`src/rtl/mod_memstage.sv`:
```
`timescale 1ns/1ps
// MEM pipeline stage: performs the data-memory access for loads, stores, PUSH/POP, CALL and RETQ
// over a req/resp port and presents the registered EX_WB packet to writeback.
module mod_memstage #(
    parameter int RESP_TIMEOUT = 255
) (
    input  logic          clk,
    input  logic          reset_n,
    input  logic          in_valid,
    output logic          in_ready,
    input  logic [63:0]   in_pc,
    input  logic [63:0]   in_alu_result,
    input  logic [63:0]   in_alu_ext_result,
    input  logic [63:0]   in_mem_addr,
    input  logic [63:0]   in_store_data,
    input  logic [7:0]    in_opcode,
    input  logic [3:0]    in_regByte,
    input  logic [3:0]    in_rmByte,
    input  logic          in_sim_end,
    output logic          mem_req_valid,
    input  logic          mem_req_ready,
    output logic          mem_req_we,
    output logic [63:0]   mem_req_addr,
    output logic [63:0]   mem_req_wdata,
    input  logic          mem_resp_valid,
    input  logic [63:0]   mem_resp_rdata,
    output logic          can_writeback,
    output logic [208:0]  exwb,
    output logic          store_memstage_active,
    output logic          mem_err
);

    localparam int CW = (RESP_TIMEOUT > 1) ? $clog2(RESP_TIMEOUT) : 1;
    localparam logic [CW-1:0] CNT_LAST = CW'(RESP_TIMEOUT - 1);
    localparam bit TIMEOUT_EN = (RESP_TIMEOUT != 0);

    typedef enum logic [1:0] {IDLE, REQ, RESP} state_t;
    typedef enum logic [1:0] {K_NONE, K_WRITE, K_READ} kind_t;

    state_t         state_q;
    kind_t          kind;
    logic [CW-1:0]  cnt_q;
    logic           canWb_q;
    logic           storeActive_q;
    logic           memErr_q;
    logic           reqValid_q;
    logic           reqWe_q;
    logic [63:0]    reqAddr_q;
    logic [63:0]    reqWdata_q;
    logic [63:0]    pc_q;
    logic [63:0]    alu_q;
    logic [63:0]    ext_q;
    logic [7:0]     opcode_q;
    logic [3:0]     regByte_q;
    logic [3:0]     rmByte_q;
    logic           simEnd_q;

    // PUSH (80..87), CALL (232) and the store opcodes write; POP (88..95), RETQ (195) and loads read
    always_comb begin
        kind = K_NONE;
        if (in_opcode == 8'd137 || in_opcode == 8'd232 || in_opcode == 8'd255 ||
            (in_opcode >= 8'd80 && in_opcode <= 8'd87)) begin
            kind = K_WRITE;
        end else if (in_opcode == 8'd139 || in_opcode == 8'd195 ||
                     (in_opcode >= 8'd88 && in_opcode <= 8'd95)) begin
            kind = K_READ;
        end
    end

    always_ff @(posedge clk or negedge reset_n) begin
        if (!reset_n) begin
            state_q       <= IDLE;
            cnt_q         <= '0;
            canWb_q       <= 1'b0;
            storeActive_q <= 1'b0;
            memErr_q      <= 1'b0;
            reqValid_q    <= 1'b0;
            reqWe_q       <= 1'b0;
            reqAddr_q     <= '0;
            reqWdata_q    <= '0;
            pc_q          <= '0;
            alu_q         <= '0;
            ext_q         <= '0;
            opcode_q      <= '0;
            regByte_q     <= '0;
            rmByte_q      <= '0;
            simEnd_q      <= 1'b0;
        end else begin
            canWb_q       <= 1'b0;
            storeActive_q <= 1'b0;
            unique case (state_q)
                IDLE: begin
                    if (in_valid) begin
                        pc_q       <= in_pc;
                        alu_q      <= in_alu_result;
                        ext_q      <= in_alu_ext_result;
                        opcode_q   <= in_opcode;
                        regByte_q  <= in_regByte;
                        rmByte_q   <= in_rmByte;
                        simEnd_q   <= in_sim_end;
                        reqAddr_q  <= in_mem_addr;
                        reqWdata_q <= in_store_data;
                        if (kind == K_NONE) begin
                            canWb_q <= 1'b1;
                        end else begin
                            state_q    <= REQ;
                            reqValid_q <= 1'b1;
                            reqWe_q    <= (kind == K_WRITE);
                        end
                    end
                end
                REQ: begin
                    if (mem_req_ready) begin
                        reqValid_q <= 1'b0;
                        if (reqWe_q) begin
                            state_q       <= IDLE;
                            canWb_q       <= 1'b1;
                            storeActive_q <= 1'b1;
                        end else begin
                            state_q <= RESP;
                            cnt_q   <= '0;
                        end
                    end
                end
                RESP: begin
                    // A response arriving on the limit cycle takes priority over the timeout
                    if (mem_resp_valid) begin
                        alu_q   <= mem_resp_rdata;
                        canWb_q <= 1'b1;
                        state_q <= IDLE;
                    end else if (TIMEOUT_EN && cnt_q == CNT_LAST) begin
                        alu_q    <= '1;
                        memErr_q <= 1'b1;
                        canWb_q  <= 1'b1;
                        state_q  <= IDLE;
                    end else begin
                        cnt_q <= cnt_q + CW'(1);
                    end
                end
                default: state_q <= IDLE;
            endcase
        end
    end

    assign in_ready              = (state_q == IDLE);
    assign mem_req_valid         = reqValid_q;
    assign mem_req_we            = reqWe_q;
    assign mem_req_addr          = reqAddr_q;
    assign mem_req_wdata         = reqWdata_q;
    assign can_writeback         = canWb_q;
    assign store_memstage_active = storeActive_q;
    assign mem_err               = memErr_q;
    assign exwb = {pc_q, alu_q, ext_q, opcode_q, regByte_q, rmByte_q, simEnd_q};

endmodule

```
`config.mk`:
```
export PLATFORM = sky130hd
export DESIGN_NAME = mod_memstage
export DESIGN_NICKNAME = d
export VERILOG_FILES = /design/src/rtl/mod_memstage.sv
export SDC_FILE = /design/constraint.sdc
export NUM_CORES = 1
export LEC_CHECK = 0
export CAP_MARGIN = 20
export CORE_AREA = 5 5 290 292
export DETAILED_ROUTE_END_ITERATION = 8
export DIE_AREA = 0 0 295 297
export SLEW_MARGIN = 10
export SYNTH_ARGS = -nofsm -noshare
export SYNTH_HDL_FRONTEND = slang
export SYNTH_SLANG_ARGS = --single-unit
```
`constraint.sdc`:
```
create_clock -name clk -period 1.5 [get_ports clk]
set_input_delay 0.15 -clock clk [delete_from_list [all_inputs] [get_ports clk]]
set_output_delay 0.15 -clock clk [all_outputs]
set_load 0.03 [all_outputs]
```
### Word-level counts from Yosys, hierarchy flattened

Cells that the tools add are included.

| word-level totals | value |
|---|---|
| register bits | 352 |
| bits in latches | 0 |
| memories kept | 0 |
| memory bits (read-only) | 0 |
| word-level logic and storage cells | 88 |
| RAM bits | 0 |
| input port bits | 406 |
| output and inout bits | 343 |

| cells by class | value |
|---|---|
| div/mod/pow operators | 0 |
| multipliers | 0 |
| magnitude comparators | 4 |
| shift operators | 0 |
| mux-type cells | 30 |
| reduce and logical (&&, ||, !) cells | 19 |
| equal/unequal tests | 16 |
| add/sub/neg operators | 1 |
| bitwise gates (word level) | 2 |

Operators by type and width:

| operator | count |
|---|---|
| 64-bit two-way mux | 3 |
| 64-bit one-hot mux with 2 select lines | 1 |
| 8-bit equality test (second input constant) | 6 |
| 8-bit two-way mux | 4 |
| 8-bit by 7-bit >= comparator with 1-bit output (second input constant) | 2 |
| 8-bit by 7-bit <= comparator with 1-bit output (second input constant) | 2 |
| 2-bit two-way mux | 8 |
| 8-bit one-hot mux with 2 select lines | 1 |
| 2-bit inequality test (second input constant) | 6 |
| 1-bit two-way mux | 10 |
| 3-bit AND reduction | 3 |
| 8-bit by 1-bit adder with 8-bit output (second input constant) | 1 |
| 4-bit AND reduction | 2 |
| 2-bit one-hot mux with 3 select lines | 1 |
| 2-bit nonzero test | 3 |
| 1-bit logical OR | 5 |
| 5-bit AND reduction | 1 |
| 2-bit by 1-bit equality test with 1-bit output (second input constant) | 2 |
| 2-bit zero test | 2 |
| 3-bit inequality test (second input constant) | 1 |
| 1-bit one-hot mux with 3 select lines | 1 |
| 2-bit equality test (second input constant) | 1 |
| 1-bit logical AND | 2 |
| 1-bit inverter | 2 |
| other kinds (2) | 2 |

### Depth between registers and ports, before layout

| depth | value |
|---|---|
| depth after elaboration | 9 |
| mapped depth | 8 |

### Worst setup path after synthesis

No wires, ideal clock.

| timing path | value |
|---|---|
| path type | register to register |
| start | reg state_q[0] |
| end | reg reqWdata_q[0], in the netlist mem_req_wdata[0] |
| stages on the path, launching flop included | 8 |
| required time | 1.434 ns |
| buffers on the path | 3 |
| period minus slack after synthesis | 1.782 ns |
| library setup time | 0.066 ns |
| slack | -0.282 ns |
| arrival | 1.716 ns |
| cell sequence | dfrtp_1 > nor2_1 > and2_1 > buf_2 > buf_2 > buf_2 > nand2_1 > nand2_1 |

| between the ends | value |
|---|---|
| word-level cells in the longest chain between the ends | 2 |

RTL lines:

| what | RTL line | RTL |
|---|---|---|
| start: declaration | 40 | `state_t state_q;` |
| start signal: assignment | 72 | `state_q <= IDLE;` |
| start signal: assignment | 106 | `state_q <= REQ;` |
| start signal: assignment | 116 | `state_q <= IDLE;` |
| 2-bit zero test | -- |  |
| named net in_ready | 10 | `output logic in_ready,` |
| 2-bit AND reduction (no source line) | -- |  |
| end signal: assignment | 102 | `reqWdata_q <= in_store_data;` |
| end: declaration | 49 | `logic [63:0] reqWdata_q;` |

The timed path passes the listed nets, and every way through them passes these cells.
A chain may end at the register's enable or synchronous reset.

### Final worst setup path

| timing path | value |
|---|---|
| start | reg cnt_q[0] |
| end | reg alu_q[35] |

| between the ends | value |
|---|---|
| word-level cells in the longest chain between the ends | 3 |

RTL lines:

| what | RTL line | RTL |
|---|---|---|
| start: declaration | 42 | `logic [CW-1:0] cnt_q;` |
| start signal: assignment | 137 | `cnt_q <= cnt_q + CW'(1);` |
| 8-bit equality test | 131 | `end else if (TIMEOUT_EN && cnt_q == CNT_LAST) begin` |
| 3-bit inequality test (no source line) | -- |  |
| 3-bit AND reduction (no source line) | -- |  |
| end signal: assignment | 95 | `alu_q <= in_alu_result;` |
| end signal: assignment | 128 | `alu_q <= mem_resp_rdata;` |
| end: declaration | 51 | `logic [63:0] alu_q;` |

No other way between the ends.

==> flow_results.xml <==
<?xml version="1.0" encoding="UTF-8"?>
<metrics>
  <group name="yosys">
    <metric name="synthDominantAreaCellType" unit="">dfrtp_1</metric>
    <metric name="synth_simple_gate_area_share" unit="%">28.3</metric>
    <metric name="number_of_synthesized_flops_with_an_enable_pin" unit="">0</metric>
    <metric name="syn-instance-count" unit="">1603</metric>
    <metric name="adder_cell_area_share_of_the_yosys_netlist" unit="%">0.175</metric>
    <metric name="synth_cell_type_count" unit="">40</metric>
    <metric name="post_synthesis_sequential_area_ratio" unit="%">61.7</metric>
    <metric name="post_synth.cell_area_avg" unit="µm²">8.90</metric>
    <metric name="synth_fp_nets" unit="">2011</metric>
    <metric name="muxShareOfSynthArea" unit="%">0</metric>
    <metric name="postSynth.asyncResetShare" unit="%">100</metric>
    <metric name="synth.top_cell.area_share" unit="%">61.7</metric>
    <metric name="yosys_register_bits" unit="">352</metric>
    <metric name="netlist_area" unit="µm²">14300</metric>
    <metric name="xor_xnor_portion_of_the_synthesized_cell_area" unit="%">0.246</metric>
    <metric name="synth-main-ff-cell" unit="">dfrtp_1</metric>
    <metric name="yosysWarningCount" unit="">0</metric>
    <metric name="synth-compound-area-share" unit="%">6.20</metric>
    <metric name="main_combinational_cell_family_by_area_after_synthesis" unit="">simple AND/OR/NAND/NOR gates</metric>
    <metric name="synth_area_leaders" unit="">dfrtp_1 62%, nand2_1 23%, nand3b_1 3.4%</metric>
  </group>
  <group name="clocking">
    <metric name="clock-root-buffer" unit="">clkbuf_16</metric>
    <metric name="tritoncts" unit="">built</metric>
    <metric name="htree_num_levels" unit="">2</metric>
    <metric name="tritoncts.num_buffers" unit="">42</metric>
    <metric name="max-clock-path-buffers" unit="">3</metric>
    <metric name="clkLatencyLatePin" unit="ns">0.56</metric>
    <metric name="clock_sink_count" unit="">352</metric>
    <metric name="clk_pin_slew_worst_paths" unit="ns">0.06</metric>
  </group>
  <group name="critical_path">
    <metric name="cp_slowest_stage_delay" unit="ns">0.38</metric>
    <metric name="path_delay_family" unit="">flip-flops</metric>
    <metric name="timing.critical_path.fanout_max" unit="">27</metric>
    <metric name="crit_slowest_cell" unit="">dfrtp_1</metric>
    <metric name="worstReg2RegStart" unit="">cnt_q[0]</metric>
    <metric name="cp_data_arrival_time" unit="ns">2.04</metric>
    <metric name="crit-reg2reg-capture" unit="">alu_q[35]</metric>
    <metric name="crit_buf_inv" unit="">2</metric>
    <metric name="worstPathCellList" unit="">inv_1 &gt; ha_2 &gt; nand3_4 &gt; o21bai_4 &gt; and2_4 &gt; buf_12 &gt; o22ai_1</metric>
    <metric name="reg2reg_slack" unit="ns">-0.12</metric>
    <metric name="critical_path.startpoint_type" unit="">flip-flop</metric>
    <metric name="nature_of_the_critical_path_endpoint" unit="">flip-flop</metric>
    <metric name="cp.required" unit="ns">1.92</metric>
    <metric name="r2r.worst_path.cells" unit="">7</metric>
    <metric name="criticalPathCategory" unit="">flip-flop to flip-flop</metric>
  </group>
  <group name="sta">
    <metric name="setup_viol" unit="">128</metric>
    <metric name="fin_setup_tns" unit="ns">-6.37</metric>
    <metric name="hold_violation_total_from_the_final_report" unit="">0</metric>
    <metric name="setup_ws" unit="ns">-0.117</metric>
    <metric name="final_max_slew_viol_count" unit="">0</metric>
    <metric name="rsz0062_at_grt" unit="">yes</metric>
    <metric name="max_freq" unit="MHz">619</metric>
    <metric name="fin_skew" unit="ns">0.0236</metric>
    <metric name="maxSlewHeadroom" unit="%">61.9</metric>
    <metric name="final.period_utilization" unit="%">108</metric>
    <metric name="shortest_clock_period_the_worst_path_allows_after_layout" unit="ns">1.62</metric>
    <metric name="tightestPinTransition" unit="ns">0.571</metric>
  </group>
  <group name="global_routing">
    <metric name="globalRouteMet1Util" unit="%">15.5</metric>
    <metric name="global_route.usage.total" unit="%">13.6</metric>
    <metric name="grt_pass1_wl" unit="mm">91.9</metric>
    <metric name="met2_usage" unit="%">23.3</metric>
    <metric name="grt_max_degree" unit="">63</metric>
    <metric name="grt_overflow" unit="">0</metric>
    <metric name="use_met3" unit="%">5.05</metric>
    <metric name="first_global_vias" unit="">14500</metric>
    <metric name="grt_antenna_before_repair" unit="">2</metric>
    <metric name="global_route.peak_usage_layer" unit="">met2</metric>
  </group>
  <group name="final_layout">
    <metric name="fillers" unit="">8321</metric>
    <metric name="layout.core_utilization" unit="%">33.8</metric>
    <metric name="share_of_final_layout_standard_cells_stronger_than_drive_strength_1" unit="%">22.3</metric>
    <metric name="leading_cell_types_in_the_layout_fill_and_taps_excluded" unit="">762 x nand2_1, 403 x clkdlybuf4s50_1, 350 x dfrtp_1, 156 x clkdlybuf4s15_1, 120 x clkdlybuf4s15_2</metric>
    <metric name="mostFrequentLayoutCell" unit="">nand2_1</metric>
    <metric name="synthToLayoutAreaGrowth" unit="%">92.6</metric>
    <metric name="number_of_nets_in_the_finished_design" unit="">2883</metric>
  </group>
  <group name="route">
    <metric name="drt_first_iter_violations" unit="">557</metric>
    <metric name="totalWireLength" unit="mm">64.4</metric>
    <metric name="vias_per_cell" unit="">3.97</metric>
    <metric name="total_iterations_of_the_first_detailed_routing_run" unit="">6</metric>
    <metric name="drtAntennaViolNets" unit="">0</metric>
    <metric name="drcViolationCount" unit="">0</metric>
    <metric name="route.detailed.wl_per_inst" unit="µm">18.0</metric>
    <metric name="vias" unit="">14200</metric>
  </group>
  <group name="place">
    <metric name="final_wtd_congestion" unit="">0.839</metric>
    <metric name="placement.io_buffers" unit="">748</metric>
    <metric name="dp_hpwl" unit="mm">46.6</metric>
  </group>
  <group name="power_and_ir_drop">
    <metric name="max-vdd-ir-drop" unit="µV">755</metric>
    <metric name="leakagePower" unit="nW">12.8</metric>
    <metric name="power_per_cell_area" unit="nW/µm²">1110</metric>
    <metric name="report.power.total" unit="mW">30.5</metric>
  </group>
  <group name="run_status">
    <metric name="status" unit="">complete, but fails checks</metric>
    <metric name="violations" unit="">negative setup slack</metric>
  </group>
  <group name="die">
    <metric name="floorplan.initialDensity" unit="%">17.5</metric>
    <metric name="die-height" unit="µm">297</metric>
    <metric name="chipWidth" unit="µm">295</metric>
    <metric name="ioPinCount" unit="">749</metric>
    <metric name="floorplan.die_area" unit="µm²">87600</metric>
    <metric name="fp.coreArea" unit="µm²">81300</metric>
    <metric name="std_cell_rows" unit="">105</metric>
  </group>
  <group name="flow_run">
    <metric name="maxCapViolations" unit="">0</metric>
  </group>
  <group name="min_path">
    <metric name="worstHoldPathType" unit="">input pin to async pin</metric>
  </group>
</metrics>
## routing by layer
metal  routed length [µm]  vias to the layer above
met5                    0                        -
met2                31500                      509
met4                 2140                        0
li1                     -                     6869
met3                 5980                      106
met1                24800                     6710
## area by class of cell
cell class / instances / area, µm² / area share (%)
Timing Repair Buffer: 931 / 10000 / 36.5
Sequential cell: 352 / 8810 / 32.1
Multi-Input combinational cell: 1144 / 5780 / 21.0
Tap cell: 1070 / 1340 / 4.87
Clock buffer: 59 / 1250 / 4.53
Clock inverter: 17 / 254 / 0.924
Inverter: 4 / 15.0 / 0.0546
Antenna cell: 1 / 2.50 / 0.00911
## power breakdown
group / leakage (nW) / internal [mW] / switching, mW
Clock: 0.732 / 6.83 / 4.26
Combinational: 7.80 / 3.52 / 4.70
Sequential: 4.31 / 10.5 / 0.622
## synth_stat cells, types with 3 or more instances
master    number
nand2_1      887
dfrtp_1      352
o21ai_0       67
nand3b_1      65
o22ai_1       65
buf_2         53
clkbuf_1      33
buf_1         15
nor2_1         8
a21oi_1        5
nand3_1        5
inv_1          4
and2_1         3
and3_1         3
nand4_1        3
o211ai_1       3
xor2_1         3
## worst max path at each step
stage | start | to | slack, ns | cells after the start
global route | state_q[1] | alu_q[12] | -0.19 | 7
global placement | in_opcode[2] | can_writeback | -0.42 | 6
detailed placement | in_opcode[2] | can_writeback | -0.36 | 6
floorplan | cnt_q[0] | alu_q[53] | -0.03 | 8
finish | cnt_q[0] | alu_q[35] | -0.12 | 7
CTS | state_q[0] | in_ready | -0.16 | 3
## per-stage QoR
step	area, µm²	hold WS (ns)	setup slack (ns)	instances
6_report	27500	0.0833	-0.117	3578
5_1_grt	27500	0.0706	-0.191	3578
4_1_cts	26500	0.0357	-0.159	3562
3_5_place_dp	24100	0.0717	-0.363	3452
3_3_place_gp	24100	0.0682	-0.415	3452
2_1_floorplan	14300	-0.146	-0.0267	1603
## what timing repair did
| action | in CTS | in global routing |
|---|---|---|
| cloned | 13 | 7 |
| pin swaps | 15 | 119 |
| hold buffers | 1 | 0 |
| endpoints found under the setup margin | 610 | 423 |
| endpoints found under the hold margin | 287 | 0 |
| buffers inserted | 22 | 10 |
| resized for setup | 838 | 212 |
## sequential cells by signal, summed over array words and instances, names as in the netlist, 4 cells and up
| signal | cells |
|---|---|
| mem_req_wdata | 64 |
| opcode_q | 8 |
| rmByte_q | 4 |
| cnt_q | 8 |
| mem_req_addr | 64 |
| regByte_q | 4 |
| ext_q | 64 |
| pc_q | 64 |
| alu_q | 64 |
## cells by family after synthesis
family	after synthesis
buffers and inverters	107
adders and majority gates	2
AOI/OAI and AO/OA	151
xor gates and xnor gates	4
DFF	352
and+or+nand+nor	987
No activity file was read; power rests on OpenSTA's default activity.
